<file path="src/rtl/frog_motion_ctrl_if.sv">
// Bundles the frog controller's game-side inputs and its position/hop outputs.
interface frog_motion_ctrl_if;
  logic       en;
  logic       refresh_tick;
  logic       up;
  logic       down;
  logic       left;
  logic       right;
  logic [9:0] frog_x;
  logic [9:0] frog_y;
  logic       hop_pulse;
  logic [1:0] hop_dir;
  logic [7:0] hop_count;

  modport master (
    output en, refresh_tick, up, down, left, right,
    input  frog_x, frog_y, hop_pulse, hop_dir, hop_count
  );

  modport slave (
    input  en, refresh_tick, up, down, left, right,
    output frog_x, frog_y, hop_pulse, hop_dir, hop_count
  );
endinterface

</file>
<file path="src/rtl/frog_motion_ctrl.sv">
// Frog position controller: press-to-hop with hold-to-auto-repeat, clamped to the playfield.
//   state  | meaning
//   IDLE   | waiting for a fresh button rise
//   HOLD   | direction latched, counting frames until auto-repeat starts
//   REPEAT | auto-repeating every REPEAT_FRAMES frames while held
module frog_motion_ctrl #(
  parameter int X_MAX         = 639,
  parameter int Y_MAX         = 479,
  parameter int FROG_SIZE     = 16,
  parameter int STEP          = 16,
  parameter int X_START       = 312,
  parameter int Y_START       = 464,
  parameter int HOLD_FRAMES   = 20,
  parameter int REPEAT_FRAMES = 8
) (
  input  logic               clk,
  input  logic               reset,
  frog_motion_ctrl_if.slave  bus
);

  localparam logic [10:0] W_STEP  = 11'(STEP);
  localparam logic [10:0] W_X_LIM = 11'(X_MAX + 1 - FROG_SIZE);
  localparam logic [10:0] W_Y_LIM = 11'(Y_MAX + 1 - FROG_SIZE);
  localparam logic [7:0]  W_HOLD_TC   = 8'(HOLD_FRAMES - 1);
  localparam logic [7:0]  W_REPEAT_TC = 8'(REPEAT_FRAMES - 1);

  typedef enum logic [1:0] {IDLE, HOLD, REPEAT} state_t;

  state_t      r_state, w_state_nxt;
  logic [3:0]  r_btn_q, w_btn, w_rise;
  logic [1:0]  r_dir_q, w_dir_nxt, w_hop_dir;
  logic [7:0]  r_cnt, w_cnt_nxt;
  logic        w_do_hop;
  logic [9:0]  r_x, r_y, w_x_new, w_y_new;
  logic        r_pulse;
  logic [1:0]  r_hop_dir;
  logic [7:0]  r_count;
  logic [10:0] w_x_ext, w_y_ext, w_x_up, w_y_up;
  logic        w_moved;

  // Bit order matches the hop_dir encoding so dir_q can index w_btn directly.
  assign w_btn  = {bus.right, bus.left, bus.down, bus.up};
  assign w_rise = w_btn & ~r_btn_q;

  always_comb begin
    w_state_nxt = r_state;
    w_dir_nxt   = r_dir_q;
    w_cnt_nxt   = r_cnt;
    w_do_hop    = 1'b0;
    w_hop_dir   = r_dir_q;
    if (!bus.en) begin
      w_state_nxt = IDLE;
      w_cnt_nxt   = '0;
    end else begin
      unique case (r_state)
        IDLE: begin
          if (|w_rise) begin
            if (w_rise[0])      w_hop_dir = 2'd0;
            else if (w_rise[1]) w_hop_dir = 2'd1;
            else if (w_rise[2]) w_hop_dir = 2'd2;
            else                w_hop_dir = 2'd3;
            w_do_hop    = 1'b1;
            w_dir_nxt   = w_hop_dir;
            w_cnt_nxt   = '0;
            w_state_nxt = HOLD;
          end
        end
        HOLD, REPEAT: begin
          if (!w_btn[r_dir_q]) begin
            w_state_nxt = IDLE;
            w_cnt_nxt   = '0;
          end else if (bus.refresh_tick) begin
            if (r_cnt == ((r_state == HOLD) ? W_HOLD_TC : W_REPEAT_TC)) begin
              w_do_hop    = 1'b1;
              w_cnt_nxt   = '0;
              w_state_nxt = REPEAT;
            end else begin
              w_cnt_nxt = r_cnt + 8'd1;
            end
          end
        end
        default: w_state_nxt = IDLE;
      endcase
    end
  end

  assign w_x_ext = {1'b0, r_x};
  assign w_y_ext = {1'b0, r_y};
  assign w_x_up  = w_x_ext + W_STEP;
  assign w_y_up  = w_y_ext + W_STEP;

  always_comb begin
    w_x_new = r_x;
    w_y_new = r_y;
    unique case (w_hop_dir)
      2'd0: w_y_new = (w_y_ext < W_STEP) ? '0 : 10'(w_y_ext - W_STEP);
      2'd1: w_y_new = (w_y_up > W_Y_LIM) ? 10'(W_Y_LIM) : 10'(w_y_up);
      2'd2: w_x_new = (w_x_ext < W_STEP) ? '0 : 10'(w_x_ext - W_STEP);
      2'd3: w_x_new = (w_x_up > W_X_LIM) ? 10'(W_X_LIM) : 10'(w_x_up);
      default: ;
    endcase
  end

  // A clamped hop leaves the position unchanged and is not reported.
  assign w_moved = (w_x_new != r_x) || (w_y_new != r_y);

  always_ff @(posedge clk or negedge reset) begin
    if (!reset) begin
      r_state   <= IDLE;
      r_btn_q   <= '0;
      r_dir_q   <= '0;
      r_cnt     <= '0;
      r_x       <= 10'(X_START);
      r_y       <= 10'(Y_START);
      r_pulse   <= 1'b0;
      r_hop_dir <= '0;
      r_count   <= '0;
    end else begin
      r_state <= w_state_nxt;
      r_btn_q <= w_btn;
      r_dir_q <= w_dir_nxt;
      r_cnt   <= w_cnt_nxt;
      r_pulse <= w_do_hop && w_moved;
      if (w_do_hop && w_moved) begin
        r_x       <= w_x_new;
        r_y       <= w_y_new;
        r_hop_dir <= w_hop_dir;
        if (r_count != 8'hFF) r_count <= r_count + 8'd1;
      end
    end
  end

  assign bus.frog_x    = r_x;
  assign bus.frog_y    = r_y;
  assign bus.hop_pulse = r_pulse;
  assign bus.hop_dir   = r_hop_dir;
  assign bus.hop_count = r_count;

endmodule

</file>
<file path="src/flat_wrapper.sv">
// flat-port wrapper written by rule: the top's interface ports become plain ports
module frog_motion_ctrl_flat 
#(
  parameter int X_MAX         = 639,
  parameter int Y_MAX         = 479,
  parameter int FROG_SIZE     = 16,
  parameter int STEP          = 16,
  parameter int X_START       = 312,
  parameter int Y_START       = 464,
  parameter int HOLD_FRAMES   = 20,
  parameter int REPEAT_FRAMES = 8
)
  (clk, reset, bus_en, bus_refresh_tick, bus_up, bus_down, bus_left, bus_right, bus_frog_x, bus_frog_y, bus_hop_pulse, bus_hop_dir, bus_hop_count);
  frog_motion_ctrl_if bus_i ();
  input  logic clk;
  input  logic reset;
  input wire logic [$bits(bus_i.en)-1:0] bus_en;
  input wire logic [$bits(bus_i.refresh_tick)-1:0] bus_refresh_tick;
  input wire logic [$bits(bus_i.up)-1:0] bus_up;
  input wire logic [$bits(bus_i.down)-1:0] bus_down;
  input wire logic [$bits(bus_i.left)-1:0] bus_left;
  input wire logic [$bits(bus_i.right)-1:0] bus_right;
  output wire logic [$bits(bus_i.frog_x)-1:0] bus_frog_x;
  output wire logic [$bits(bus_i.frog_y)-1:0] bus_frog_y;
  output wire logic [$bits(bus_i.hop_pulse)-1:0] bus_hop_pulse;
  output wire logic [$bits(bus_i.hop_dir)-1:0] bus_hop_dir;
  output wire logic [$bits(bus_i.hop_count)-1:0] bus_hop_count;
  assign bus_i.en = bus_en;
  assign bus_i.refresh_tick = bus_refresh_tick;
  assign bus_i.up = bus_up;
  assign bus_i.down = bus_down;
  assign bus_i.left = bus_left;
  assign bus_i.right = bus_right;
  assign bus_frog_x = bus_i.frog_x;
  assign bus_frog_y = bus_i.frog_y;
  assign bus_hop_pulse = bus_i.hop_pulse;
  assign bus_hop_dir = bus_i.hop_dir;
  assign bus_hop_count = bus_i.hop_count;
  frog_motion_ctrl #(.X_MAX(X_MAX), .Y_MAX(Y_MAX), .FROG_SIZE(FROG_SIZE), .STEP(STEP), .X_START(X_START), .Y_START(Y_START), .HOLD_FRAMES(HOLD_FRAMES), .REPEAT_FRAMES(REPEAT_FRAMES)) u_core (.clk(clk), .reset(reset), .bus(bus_i));
endmodule
</file>
<file path="config.mk">
export PLATFORM = sky130hd
export DESIGN_NAME = frog_motion_ctrl_flat
export DESIGN_NICKNAME = d
export VERILOG_FILES = /design/src/rtl/frog_motion_ctrl_if.sv /design/src/rtl/frog_motion_ctrl.sv /design/src/flat_wrapper.sv
export SDC_FILE = /design/constraint.sdc
export NUM_CORES = 1
export LEC_CHECK = 0
export CAP_MARGIN = 20
export CORE_ASPECT_RATIO = 0.75
export CORE_MARGIN = 4
export CORE_UTILIZATION = 57
export CTS_CLUSTER_DIAMETER = 30
export DETAILED_ROUTE_END_ITERATION = 16
export GPL_TIMING_DRIVEN = 0
export PLACE_DENSITY = 0.81
export RECOVER_POWER = 50
export SYNTH_ARGS = -nofsm -noshare
export SYNTH_HDL_FRONTEND = slang
export SYNTH_SLANG_ARGS = --single-unit
</file>
<file path="constraint.sdc">
create_clock -name clk -period 4 [get_ports clk]
set_clock_uncertainty 0.2 [all_clocks]
set_input_delay 0.4 -clock clk [delete_from_list [all_inputs] [get_ports clk]]
set_output_delay 0.4 -clock clk [all_outputs]
set_load 0.01 [all_outputs]
</file>
==> flow_metrics.py <==
metrics = {
    "power_and_ir_drop": {
        "design_internal_power_uw": 1380,
        "swShare": 0.474,
        "power.share.clock": 0.122,
        "register_share_of_total_power": 0.272,
        "vdd_drop_max_v": 0.000420,
        "power.net_switching_uw": 1240,
        "p_leak_uw": 0.00164,
        "power.density_nw_per_um2": 663,
        "combPwrFrac": 0.606,
    },
    "outcome": {
        "failing_checks": "capacitance limit, slew limit",
        "outcome": "complete, but fails checks",
    },
    "setup_path": {
        "crit_path_max_incr_delay_ns": 0.57,
        "start_kind": "flip-flop",
        "path_max_fanout": 10,
        "worst_path_max_delay_cell": "sky130_fd_sc_hd__or4_1",
        "worst-endpoint-required_ns": 4.00,
        "arrival_ns": 3.87,
        "worst-setup-path-type": "reg -> reg",
        "crit_chain": "buf_2 > inv_1 > ha_1 > inv_1 > a2111oi_2 > a21oi_1 > o211a_1 > or4_1 > nand4_2 > nor4b_4 > or4_1 > and2_1",
        "end_kind": "flip-flop",
    },
    "synth": {
        "synth.largest_area_cell": "sky130_fd_sc_hd__dfrtp_1",
        "synthTopCellsByCount": "sky130_fd_sc_hd__dfrtp_1 (39), sky130_fd_sc_hd__nand2_1 (34), sky130_fd_sc_hd__nor2_1 (33)",
        "synth_cell_type_count": 74,
        "synth_enable_flop_cells": 0,
        "synthesis.area_per_instance_um2": 8.76,
        "synth-main-ff-cell": "sky130_fd_sc_hd__dfrtp_1",
        "yosys-top-cells-area": "sky130_fd_sc_hd__dfrtp_1 (29%), sky130_fd_sc_hd__dfstp_2 (6.2%), sky130_fd_sc_hd__ha_1 (4.1%)",
        "syn-instance-count": 385,
        "synthesized_area_um2": 3370,
        "post_synth_arst_share": 1.00,
        "library_cell_with_the_highest_instance_count_after_synthesis": "sky130_fd_sc_hd__dfrtp_1",
        "synth_top_area_frac": 0.289,
        "ys_warn_count": 0,
        "ys_seq_elements": 47,
        "synth.yosys.seq_area_share": 0.352,
        "synth.net_count": 404,
    },
    "sta": {
        "hold-worst-slack_ns": 0.304,
        "final.min_clock_period_ns": 3.87,
        "timing_worst_slew_pin_value_ns": 1.56,
        "setup_slack_ns": 0.131,
        "report.final.hold_viol_count": 0,
        "rsz0062_at_grt": "no",
        "final.period_utilization": 0.967,
        "finalMaxSlewViolations": 31,
        "finalSetupViolations": 0,
        "max_clock_freq_ghz": 0.258,
        "max_slew_margin": -0.0426,
    },
    "floorplan": {
        "fp-row-count": 23,
        "initial_utilization": 0.610,
        "placeableCoreArea_um2": 5530,
        "pin_count": 39,
        "die_area_um2": 7220,
        "dieWidth_um": 96.8,
        "floorplan_die_height_um": 74.6,
    },
    "global_routing": {
        "global_route.overflow_total": 0,
        "grt.total_usage": 0.257,
        "grt_pass1_wl_mm": 14.9,
        "vias_in_the_first_global_route": 2972,
        "met1_track_usage_gr": 0.390,
        "busiest_layer": "met1",
        "use_met2": 0.383,
        "grt_antenna_before_repair": 0,
        "pin_count_of_the_biggest_net_entering_global_routing": 31,
        "grt.met3_usage": 0.0491,
    },
    "detailed_routing": {
        "avgViaCountPerCell": 6.36,
        "wl_mm": 9.13,
        "detail-route-antenna-nets": 0,
        "first_iter_violations": 380,
        "avgRoutedWirePerCell_um": 18.0,
        "drcViolationCount": 0,
        "detail_route.first_pass.iterations": 6,
        "dr_total_vias": 3229,
    },
    "clock_network": {
        "post-cts-setup-buffer-count": 0,
        "cts_buffers": 5,
        "cts.path.max_buffers": 2,
        "h-tree-depth": 2,
        "clk_root_buffer_cell": "sky130_fd_sc_hd__clkbuf_8",
        "tritoncts_sink_count": 47,
        "cts.clk_slew.worst_paths_ns": 0.10,
        "clock_tree_from_tritoncts": "done",
        "clk_latency_ns": 0.31,
    },
    "placed_design": {
        "placement.setup.worst_slack_ns": -0.0287,
        "portBuffers": 38,
        "gp_congestion": 1.01,
        "detailed_place_hpwl_mm": 6.78,
    },
    "run": {
        "maxCapViolCount": 1,
    },
    "layout": {
        "layout.filler_cells": 467,
        "syn2layout_area_growth_pct": 17.4,
        "finish.net_count": 451,
        "diodes": 0,
        "final_layout_size_suffix_gt1_frac": 0.106,
    },
    "worst_hold_path": {
        "worstHoldPathType": "reg -> reg",
    },
}
-- what timing repair did --
item,CTS,global route
endpoints found under the hold margin,13,0
hold buffers,1,0
endpoints found under the setup margin,0,15
gates resized for setup,0,3
-- per-stage QoR --
| step | util | setup TNS, ns | instances | total power, uW | cell area (um2) |
|---|---|---|---|---|---|
| after floorplan | - | 0 | 385 | 1780 | 3370 |
| after global placement | 0.696 | -0.0453 | 498 | 2230 | 3850 |
| after detailed placement | 0.699 | -0.0754 | 499 | 2250 | 3860 |
| after CTS | 0.718 | 0 | 508 | 2580 | 3970 |
| after global routing | 0.716 | 0 | 508 | 2790 | 3960 |
| final | 0.716 | 0 | 508 | 2620 | 3960 |
-- layout by cell type, fill, tap and decap left out, types with 6 or more instances in the layout --
cell type and instances:
sky130_fd_sc_hd__nand3_1 12, sky130_fd_sc_hd__xnor2_1 6, sky130_fd_sc_hd__buf_2 6, sky130_fd_sc_hd__clkdlybuf4s50_1 22
sky130_fd_sc_hd__nor3_1 21, sky130_fd_sc_hd__xor2_1 10, sky130_fd_sc_hd__nand2_1 34, sky130_fd_sc_hd__nand4_1 9
sky130_fd_sc_hd__inv_1 13, sky130_fd_sc_hd__nor2_1 33, sky130_fd_sc_hd__nor2b_1 12, sky130_fd_sc_hd__a21oi_1 22
sky130_fd_sc_hd__or4_1 6, sky130_fd_sc_hd__o21ai_0 8, sky130_fd_sc_hd__dfrtp_1 39, sky130_fd_sc_hd__dfstp_2 8
sky130_fd_sc_hd__mux2_1 6, sky130_fd_sc_hd__clkbuf_1 9, sky130_fd_sc_hd__ha_1 11, sky130_fd_sc_hd__and2_1 7
sky130_fd_sc_hd__dlygate4sd3_1 16, sky130_fd_sc_hd__nand2b_1 8
-- cell type report --
cell class	instances	area (um2)	area share
Tap cell	75	93.8	0.0237
Sequential cell	47	1190	0.300
Inverter	14	52.6	0.0133
Clock buffer	5	68.8	0.0174
Clock inverter	3	27.5	0.00696
Timing Repair Buffer	40	388	0.0980
Buffer	19	98.8	0.0250
Multi-Input combinational cell	305	2040	0.516
-- worst paths after layout --
check	start	to	slack [ns]	cells after the start
setup / recovery	u_core.bus.frog_x[4]	u_core.bus.frog_x[2]	0.13	12
hold reg to reg	u_core.bus.hop_dir[0]	u_core.bus.hop_dir[0]	0.30	1
min in group asynchronous	reset	u_core.r_dir_q[0]	0.55	2
setup reg to reg	u_core.bus.frog_x[4]	u_core.bus.frog_x[2]	0.13	12
max in group asynchronous	reset	u_core.bus.frog_x[0]	1.08	3
hold / removal	u_core.bus.hop_dir[0]	u_core.bus.hop_dir[0]	0.30	1
-- critical path: cells and delay by family (launching register included) --
kind,cells,cell delay [ns]
adders and majority gates,1,0.34
buffers and inverters,3,0.41
DFF,1,0.56
AOI/OAI and AO/OA,3,0.70
and+or+nand+nor,5,1.52
-- state kept, by name, indices dropped and copies added, names as in the netlist --
| register | flops |
|---|---|
| u_core.bus.frog_x | 10 |
| u_core.r_state | 2 |
| u_core.bus.frog_y | 10 |
| u_core.bus.hop_count | 8 |
| u_core.r_btn_q | 4 |
| u_core.bus.hop_dir | 2 |
| u_core.bus.hop_pulse | 1 |
| u_core.r_cnt | 8 |
| u_core.r_dir_q | 2 |
-- kinds of logic after synthesis --
logic type | share of synthesized area
simple gates | 0.268
flops | 0.352
buf+inv | 0.0442
compound gates | 0.212
fa+ha+maj | 0.0408
xor+xnor | 0.0416
mux | 0.0416
-- power groups by stage --
stage	sequential, uW	combinational (uW)	clock [uW]
floorplan	735	1040	0
global placement	716	1510	0
detailed placement	720	1530	0
CTS	712	1540	324
global route	731	1710	346
finish	714	1590	320
-- metal layers --
layer | wire length [um] | part of all wire
met1 | 4240 | 0.46
met2 | 3850 | 0.42
met3 | 906 | 0.099
met4 | 135 | 0.015
met5 | 0 | 0
Power figures use the tool's default switching activity.
